## src/rtl/lsu_pkg.sv

```systemverilog
// Shared types and constants for the load/store stage and its lane aligner.
package lsu_pkg;

  typedef enum logic [1:0] {
    S_EMPTY,
    S_REQ,
    S_RESP,
    S_DONE
  } lsu_state_e;

  typedef enum logic [1:0] {
    BYTE,
    HALF,
    WORD,
    DOUBLE
  } lsu_size_e;

  localparam logic [3:0] EXC_ILLEGAL     = 4'd2;
  localparam logic [3:0] EXC_LD_MISALIGN = 4'd4;
  localparam logic [3:0] EXC_ST_MISALIGN = 4'd6;

  // Address bits that must be zero for a naturally aligned access of this size.
  function automatic logic [2:0] align_mask(lsu_size_e sz);
    case (sz)
      BYTE:    align_mask = 3'b000;
      HALF:    align_mask = 3'b001;
      WORD:    align_mask = 3'b011;
      default: align_mask = 3'b111;
    endcase
  endfunction

endpackage

```

## src/rtl/lsu_lane_align.sv

```systemverilog
// Byte-lane steering: store data/strobe placement and load extract with sign/zero extension.
module lsu_lane_align
  import lsu_pkg::*;
#(
  parameter  int unsigned DATA_WIDTH = 32,
  localparam int unsigned STRB_WIDTH = DATA_WIDTH / 8,
  localparam int unsigned OFF_WIDTH  = $clog2(STRB_WIDTH)
) (
  input  lsu_size_e             st_size,
  input  logic [OFF_WIDTH-1:0]  st_off,
  input  logic [DATA_WIDTH-1:0] st_data,
  output logic [DATA_WIDTH-1:0] st_wdata_c,
  output logic [STRB_WIDTH-1:0] st_strb_c,
  input  lsu_size_e             ld_size,
  input  logic                  ld_unsigned,
  input  logic [OFF_WIDTH-1:0]  ld_off,
  input  logic [DATA_WIDTH-1:0] ld_rdata,
  output logic [DATA_WIDTH-1:0] ld_data_c
);

  logic [STRB_WIDTH-1:0] base_strb;
  logic [DATA_WIDTH-1:0] shifted;
  logic [DATA_WIDTH-1:0] w_ext;
  logic                  s8;
  logic                  s16;

  always_comb begin
    case (st_size)
      BYTE:    base_strb = STRB_WIDTH'(1);
      HALF:    base_strb = STRB_WIDTH'(3);
      WORD:    base_strb = STRB_WIDTH'(15);
      default: base_strb = '1;
    endcase
  end

  assign st_strb_c  = base_strb << st_off;
  assign st_wdata_c = st_data << {st_off, 3'b000};

  assign shifted = ld_rdata >> {ld_off, 3'b000};
  assign s8      = !ld_unsigned && shifted[7];
  assign s16     = !ld_unsigned && shifted[15];

  // A word only needs extending when the bus is wider than a word.
  if (DATA_WIDTH == 64) begin : g_w64
    logic s32;
    assign s32   = !ld_unsigned && shifted[31];
    assign w_ext = {{32{s32}}, shifted[31:0]};
  end else begin : g_w32
    assign w_ext = shifted;
  end

  always_comb begin
    case (ld_size)
      BYTE:    ld_data_c = {{(DATA_WIDTH-8){s8}}, shifted[7:0]};
      HALF:    ld_data_c = {{(DATA_WIDTH-16){s16}}, shifted[15:0]};
      WORD:    ld_data_c = w_ext;
      default: ld_data_c = shifted;
    endcase
  end

endmodule

```

## src/rtl/load_store_stage.sv

```systemverilog
// Pipeline memory stage: classifies, issues one aligned access at a time, traps bad accesses.
module load_store_stage
  import lsu_pkg::*;
#(
  parameter  int unsigned ADDR_WIDTH    = 32,
  parameter  int unsigned DATA_WIDTH    = 32,
  parameter  int unsigned REG_IDX_WIDTH = 5,
  localparam int unsigned STRB_WIDTH    = DATA_WIDTH / 8,
  localparam int unsigned OFF_WIDTH     = $clog2(STRB_WIDTH)
) (
  input  logic                     clk,
  input  logic                     rst,
  input  logic                     prev_done,
  output logic                     stall_prev,
  output logic                     done_next,
  input  logic                     next_stall,
  input  logic [ADDR_WIDTH-1:0]    pc_in,
  output logic [ADDR_WIDTH-1:0]    pc_out,
  input  logic                     load_in,
  input  logic                     store_in,
  input  logic [2:0]               funct_3_in,
  input  logic [DATA_WIDTH-1:0]    store_data_in,
  input  logic [DATA_WIDTH-1:0]    result_in,
  input  logic [REG_IDX_WIDTH-1:0] rd_in,
  output logic [REG_IDX_WIDTH-1:0] rd_out,
  input  logic                     wb_en_in,
  output logic                     wb_en_out,
  output logic [DATA_WIDTH-1:0]    result_out,
  output logic                     result_valid_out,
  output logic                     exc_valid_out,
  output logic [3:0]               exc_cause_out,
  output logic [REG_IDX_WIDTH-1:0] fwd_rd,
  output logic                     fwd_en,
  output logic                     req_valid,
  input  logic                     req_ready,
  output logic                     req_write,
  output logic [ADDR_WIDTH-1:0]    req_addr,
  output logic [DATA_WIDTH-1:0]    req_wdata,
  output logic [STRB_WIDTH-1:0]    req_strb,
  input  logic                     resp_valid,
  input  logic [DATA_WIDTH-1:0]    resp_rdata
);

  lsu_state_e            state;
  lsu_size_e             in_size;
  lsu_size_e             held_size;
  logic                  held_unsigned;
  logic                  held_load;
  logic [OFF_WIDTH-1:0]  held_off;
  logic [OFF_WIDTH-1:0]  in_off;
  logic [ADDR_WIDTH-1:0] in_addr;
  logic                  capture;
  logic                  is_mem;
  logic                  illegal;
  logic                  misaligned;
  logic [3:0]            cause;
  logic [DATA_WIDTH-1:0] st_wdata;
  logic [STRB_WIDTH-1:0] st_strb;
  logic [DATA_WIDTH-1:0] ld_data;

  // Upstream may hand over in the same cycle a finished result drains downstream.
  assign stall_prev = rst || (state != S_EMPTY && !(state == S_DONE && !next_stall));
  assign capture    = prev_done && !stall_prev;

  assign in_size    = lsu_size_e'(funct_3_in[1:0]);
  assign in_addr    = ADDR_WIDTH'(result_in);
  assign in_off     = in_addr[OFF_WIDTH-1:0];
  assign is_mem     = load_in || store_in;
  assign illegal    = (in_size == DOUBLE && (DATA_WIDTH == 32 || funct_3_in[2]))
                   || (funct_3_in[2] && store_in);
  assign misaligned = |(in_addr[2:0] & align_mask(in_size));
  assign cause      = illegal ? EXC_ILLEGAL : (store_in ? EXC_ST_MISALIGN : EXC_LD_MISALIGN);

  lsu_lane_align #(.DATA_WIDTH(DATA_WIDTH)) u_align (
    .st_size     (in_size),
    .st_off      (in_off),
    .st_data     (store_data_in),
    .st_wdata_c  (st_wdata),
    .st_strb_c   (st_strb),
    .ld_size     (held_size),
    .ld_unsigned (held_unsigned),
    .ld_off      (held_off),
    .ld_rdata    (resp_rdata),
    .ld_data_c   (ld_data)
  );

  always_ff @(posedge clk) begin
    if (rst) begin
      state            <= S_EMPTY;
      done_next        <= 1'b0;
      req_valid        <= 1'b0;
      req_write        <= 1'b0;
      req_addr         <= '0;
      req_wdata        <= '0;
      req_strb         <= '0;
      exc_valid_out    <= 1'b0;
      exc_cause_out    <= '0;
      result_valid_out <= 1'b0;
      result_out       <= '0;
      pc_out           <= '0;
      rd_out           <= '0;
      wb_en_out        <= 1'b0;
      fwd_rd           <= '0;
      fwd_en           <= 1'b0;
      held_size        <= BYTE;
      held_unsigned    <= 1'b0;
      held_load        <= 1'b0;
      held_off         <= '0;
    end else if (capture) begin
      pc_out           <= pc_in;
      rd_out           <= rd_in;
      fwd_rd           <= rd_in;
      wb_en_out        <= wb_en_in;
      fwd_en           <= wb_en_in;
      result_out       <= result_in;
      held_size        <= in_size;
      held_unsigned    <= funct_3_in[2];
      held_load        <= !store_in;
      held_off         <= in_off;
      exc_cause_out    <= '0;
      exc_valid_out    <= 1'b0;
      result_valid_out <= 1'b0;
      if (!is_mem) begin
        state            <= S_DONE;
        done_next        <= 1'b1;
        result_valid_out <= 1'b1;
      end else if (illegal || misaligned) begin
        state         <= S_DONE;
        done_next     <= 1'b1;
        exc_valid_out <= 1'b1;
        exc_cause_out <= cause;
      end else begin
        state     <= S_REQ;
        done_next <= 1'b0;
        req_valid <= 1'b1;
        req_write <= store_in;
        req_addr  <= {in_addr[ADDR_WIDTH-1:OFF_WIDTH], OFF_WIDTH'(0)};
        req_wdata <= st_wdata;
        req_strb  <= st_strb;
      end
    end else begin
      case (state)
        S_REQ: if (req_ready) begin
          state     <= S_RESP;
          req_valid <= 1'b0;
        end
        S_RESP: if (resp_valid) begin
          state            <= S_DONE;
          done_next        <= 1'b1;
          result_valid_out <= held_load;
          if (held_load) result_out <= ld_data;
        end
        S_DONE: if (!next_stall) begin
          state            <= S_EMPTY;
          done_next        <= 1'b0;
          fwd_en           <= 1'b0;
          result_valid_out <= 1'b0;
          exc_valid_out    <= 1'b0;
        end
        default: ;
      endcase
    end
  end

endmodule

```

## config.mk

```make
export PLATFORM = sky130hd
export DESIGN_NAME = load_store_stage
export DESIGN_NICKNAME = d
export VERILOG_FILES = /design/src/rtl/lsu_pkg.sv /design/src/rtl/lsu_lane_align.sv /design/src/rtl/load_store_stage.sv
export SDC_FILE = /design/constraint.sdc
export NUM_CORES = 1
export LEC_CHECK = 0
export ABC_AREA = 1
export CAP_MARGIN = 10
export CORE_MARGIN = 1
export CORE_UTILIZATION = 35
export DETAILED_ROUTE_END_ITERATION = 10
export PLACE_DENSITY = 0.79
export SLEW_MARGIN = 20
export SYNTH_ARGS = -nofsm -noshare
export SYNTH_HDL_FRONTEND = slang
export SYNTH_HIERARCHICAL = 1
export SYNTH_SLANG_ARGS = --single-unit
```

## constraint.sdc

```tcl
create_clock -name clk -period 1.5 [get_ports clk]
set_input_delay 0.225 -clock clk [delete_from_list [all_inputs] [get_ports clk]]
set_output_delay 0.225 -clock clk [all_outputs]
set_load 0.01 [all_outputs]
```

== Word level (Yosys, flattened, before mapping) ==
Index checks and enable logic that the tools add are counted.
Cells by class
  equal/unequal tests: 13
  muxes and demuxes: 37
  shifts and indexed selects: 3
  reduce and logical (&&, ||, !) cells: 33
  bitwise logic cells: 2
Operator list (count)
  32-bit two-way mux: 4
  32-bit one-hot mux with 2 select lines: 1
  32-bit by 5-bit << shifter with 32-bit output: 1
  32-bit by 5-bit >> shifter with 32-bit output: 1
  1-bit two-way mux: 17
  2-bit two-way mux: 7
  2-bit nonzero test: 7
  3-bit two-way mux: 3
  3-bit != test, second input constant: 3
  3-bit one-hot mux with 3 select lines: 1
  3-bit AND reduction: 3
  2-bit == test, second input constant: 4
  4-bit one-hot mux with 2 select lines: 1
  4-bit AND reduction: 2
  2-bit by 1-bit == test with 1-bit output, second input constant: 3
  1-bit logical AND: 6
  2-bit one-hot mux with 3 select lines: 1
  1-bit logical NOT: 5
  2-bit logical NOT: 2
  1-bit logical OR: 4
  2-bit by 1-bit != test with 1-bit output, second input constant: 2
  1-bit one-hot mux with 2 select lines: 2
  4-bit nonzero test: 1
  4-bit by 2-bit << shifter with 4-bit output: 1
  other kinds (6): 6
Storage, ports and cells
  bits of input ports: 145
  register bits after elaboration: 154
  word-level logic and storage cells: 107
  output and inout port bits: 154

== Longest topological paths before layout ==
  word-level depth: 9
  gate-level depth with buffers: 11
  depth with buffers taken out: 11

== Hierarchy ==
The synthesis kept the hierarchy.
Modules (own cells, without submodules)
  load_store_stage: area an instance 5771.8 µm², instances 1, cells each 759
  lsu_lane_align: area an instance 1338.8 µm², instances 1, cells each 261

== Worst setup path after synthesis ==
OpenSTA, ideal clock, no wires.
  kind: reg2reg
  start: register state[0]
  end: register req_addr[12]
  data required time: 1372 ps
  library setup time: 128 ps
  cell stages (with the launch flop): 11
  period minus slack after synthesis: 1633 ps
  path buffers: 2
  path slack: -133 ps
  arrival: 1505 ps
  cells stage by stage: dfxtp_1 > ha_1 > nand2_1 > nand2_2 > nand3_4 > nor3_2 > nand2_2 > buf_6 > buf_6 > a21oi_1 > nor2_1
On the way
  word-level cells in the longest chain between the ends: 8
Ends and longest elaborated chain
  from (decl): RTL line load_store_stage.sv:44  | lsu_state_e state;
  from (signal assigned): RTL line load_store_stage.sv:89  | state <= S_EMPTY;
  from (signal assigned): RTL line load_store_stage.sv:124  | state <= S_DONE;
  from (signal assigned): RTL line load_store_stage.sv:128  | state <= S_DONE;
  2-bit == test: RTL line load_store_stage.sv:62  | assign stall_prev = rst || (state != S_EMPTY && !(state == S_DONE && !next_stall));
  1-bit logical AND: RTL line load_store_stage.sv:62
  1-bit logical NOT: RTL line load_store_stage.sv:62
  1-bit logical AND (*): RTL line load_store_stage.sv:62
  1-bit logical OR (*): RTL line load_store_stage.sv:62
  1-bit logical NOT (*): RTL line load_store_stage.sv:63  | assign capture = prev_done && !stall_prev;
  1-bit logical AND (*): RTL line load_store_stage.sv:63
  3-bit AND reduction (no source line) (*)
  to (signal assigned): RTL line load_store_stage.sv:137  | req_addr <= {in_addr[ADDR_WIDTH-1:OFF_WIDTH], OFF_WIDTH'(0)};
  to (decl): RTL line load_store_stage.sv:37  | output logic [ADDR_WIDTH-1:0] req_addr,
Every way passes the cells marked *; elsewhere a longest branch is shown, timed or not.
A chain may end at the register's enable or synchronous reset.

== Final worst setup path ==
  start: register state[0]
  end: register req_addr[9]
Same word-level chain as after synthesis.

==> impl_metrics.json <==
{
  "p_int_mw": 9.50,
  "yosysSeqAreaShare_pct": 42.8,
  "synth_edf_count": 0,
  "areaGrowthSynthToFinish_pct": 60.8,
  "cp.arrival_ns": 1.92,
  "die-area_um2": 20900,
  "synth.area.top_cells": "dfxtp_1 (43%), nand2_1 (13%), nor2_1 (9.6%), o21ai_0 (6.9%), nand3_1 (5.0%)",
  "slew_headroom_pct": 66.0,
  "placed_cells": 1565,
  "min_from": "pc_in[1]",
  "worst_slack_ns": -0.139,
  "hold_violations": 0,
  "finalCritPeriodShare_pct": 109,
  "placementRows": 51,
  "cp-end-kind": "register",
  "final_nets": 1474,
  "hold_buffers": 0,
  "place.gp.congestion": 0.914,
  "path_max_fanout": 40,
  "max_freq_ghz": 0.610,
  "placed_area_um2": 10600,
  "ios": 299,
  "criticalPathCategory": "reg2reg",
  "drive_gt1_share_pct": 13.2,
  "wl_um": 25300,
  "vias": 8145,
  "drtIter0Drc": 621,
  "finClkSkew_ns": 0.00678,
  "syn-mean-instance-area_um2": 6.97,
  "core-area_um2": 19700,
  "slew_violations": 0,
  "reg2reg_slack_ns": -0.14,
  "ys_ff_latch": 152,
  "ys_types": 36,
  "violations": "setup timing",
  "instances_no_fill": 1603,
  "cts_tree": "yes",
  "clk_path_buf_depth": 2,
  "total_power_mw": 14.0,
  "hold_end": "pc_out[1]",
  "min_path_type": "in2reg",
  "grt_pass1_wl_um": 38800,
  "fp.dieH_um": 145,
  "synthTopCellsByCount": "nand2_1 (240), nor2_1 (182), dfxtp_1 (152)",
  "cts_max_level": 4,
  "overflow": 0,
  "final_util_pct": 58.0,
  "viasPerCell": 5.08,
  "initial_utilization_pct": 36.1,
  "grt_max_degree": 79,
  "die_x_um": 145,
  "dr.pass1.iters": 5,
  "ff2ff_path_depth": 10,
  "first_global_vias": 7620,
  "io_buffers": 294,
  "vdd_ir_drop_max_uv": 765,
  "cts_root_buf": "clkbuf_16",
  "holdPathStages": 3,
  "rsz0062_at_grt": "yes",
  "cellPowerDensity_nw_per_um2": 1230,
  "drv_cap": 0,
  "synthesis.area_um2": 7110,
  "ant_nets": 0,
  "wl_per_cell_um": 15.8,
  "swShare_pct": 32.2,
  "preCtsSetupSlack_ns": -0.460,
  "clk_pin_slew_ns": 0.06,
  "setup_viol": 103,
  "timing.rr.end": "req_addr[9]",
  "numClockSinks": 152,
  "post-route-cell-area_um2": 11400,
  "track_usage_pct": 24.1,
  "seq_power_share_pct": 34.7,
  "worst_skew_pair.late_latency_ns": 0.42,
  "setup_tns_ns": -7.42,
  "worstReg2RegStart": "state[0]",
  "start_kind": "register",
  "fin_crit_ns": 1.64,
  "p_leak_nw": 5.41,
  "outcome": "complete, but fails checks",
  "p_sw_mw": 4.52,
  "worstPathRequired_ns": 1.78,
  "yosysMostFrequentCell": "nand2_1",
  "synthFlopType": "dfxtp_1",
  "synth_top_area_share_pct": 42.8,
  "yosysTopAreaCell": "dfxtp_1",
  "clkPwrFrac_pct": 32.3,
  "drc": 0,
  "async_reset_ff_share_pct": 0,
  "antenna_found_initial": 0,
  "holdWs_ns": 0.344,
  "synth-warning-count": 6,
  "dpl.hpwl_um": 18200,
  "combPwrFrac_pct": 33.0,
  "synthCells": 1020,
  "diodes": 0,
  "worst_pin_slew_ns": 0.510,
  "cts_buffers": 17
}
[flip-flops by register name, indices dropped and copies added (netlist names)]
name              flops
fwd_rd                5
state                 2
result_out           32
req_strb              4
exc_cause_out         2
exc_valid_out         1
done_next             1
held_load             1
req_addr             30
result_valid_out      1
req_valid             1
fwd_en                1
req_write             1
pc_out               32
req_wdata            32
held_off              2
wb_en_out             1
held_size             2
held_unsigned         1
[layer usage]
layer / track usage, % / wire length [um] / part of all wire (%) / up-vias
met2: 40.5 / 12200 / 48 / 374
met4: 12.0 / 898 / 3.5 / 0
met5: 0 / 0 / 0 / -
met1: 28.5 / 10300 / 41 / 3734
met3: 5.79 / 1900 / 7.5 / 70
li1: - / - / - / 3967
[worst max-delay path: stages (launching register included)]
cell     delay (ns)
dfxtp_4        0.37
inv_4          0.06
ha_4           0.14
inv_4          0.03
nand2_4        0.07
nand3_4        0.10
nor3_4         0.18
nand2_4        0.13
buf_12         0.20
a21oi_1        0.15
nor2_1         0.05
[power by group through the flow]
stage | Combinational (mW) | Clock, mW | Sequential [mW]
2_1_floorplan | 2.10 | 0 | 5.14
3_3_place_gp | 4.46 | 0 | 4.94
3_5_place_dp | 4.52 | 0 | 4.96
4_1_cts | 4.41 | 4.62 | 4.87
5_1_grt | 5.05 | 4.81 | 4.93
6_report | 4.62 | 4.54 | 4.87
[repair_timing]
action                                  4_1_cts  5_1_grt
cloned                                        2        2
endpoints found under the setup margin      269      147
pin swaps                                     1        6
setup buffers                                 0        2
gates resized for setup                     187       64
endpoints found under the hold margin         0        0
[logic make-up (layout without fill, tap and decap cells)]
logic type	count (synthesis)	in the layout	share of synthesized area [%]
other cells	1	4	0.0527
buf+inv	123	438	8.60
flops	152	152	42.8
simple gates	514	514	30.0
mux	1	1	0.141
compound gates	225	225	17.7
fa+ha+maj	4	4	0.704
[cell type report]
class	count	area [um2]
multi-input combinational	748	3690
tap	265	332
clock inverter	10	140
timing repair buffer	366	3570
sequential	152	3050
fill	1785	8280
clock buffer	22	484
inverter	40	168
[worst max-delay path by stage]
stage | start | end | slack, ns | cells after the start
4_1_cts | state[0] | req_strb[2] | -0.13 | 10
6_report | state[0] | req_addr[9] | -0.14 | 10
3_5_place_dp | funct_3_in[1] | req_addr[21] | -0.46 | 8
3_3_place_gp | next_stall | req_addr[10] | -0.36 | 10
5_1_grt | state[0] | req_wdata[28] | -0.21 | 10
2_1_floorplan | state[0] | req_addr[12] | -0.04 | 10
[cell usage in the layout (no fill, tap or decap), types with 18 or more instances in the layout]
master	netlist	layout
a21oi_1	56	39
a31oi_1	32	32
buf_4	14	47
clkbuf_16	0	18
clkdlybuf4s50_1	0	143
dfxtp_1	152	149
dlygate4sd2_1	0	149
inv_1	34	30
nand2_1	240	234
nand3_1	71	68
nor2_1	182	179
o21ai_0	98	61
o21ai_1	0	29
(Power assumes the default switching activity.)
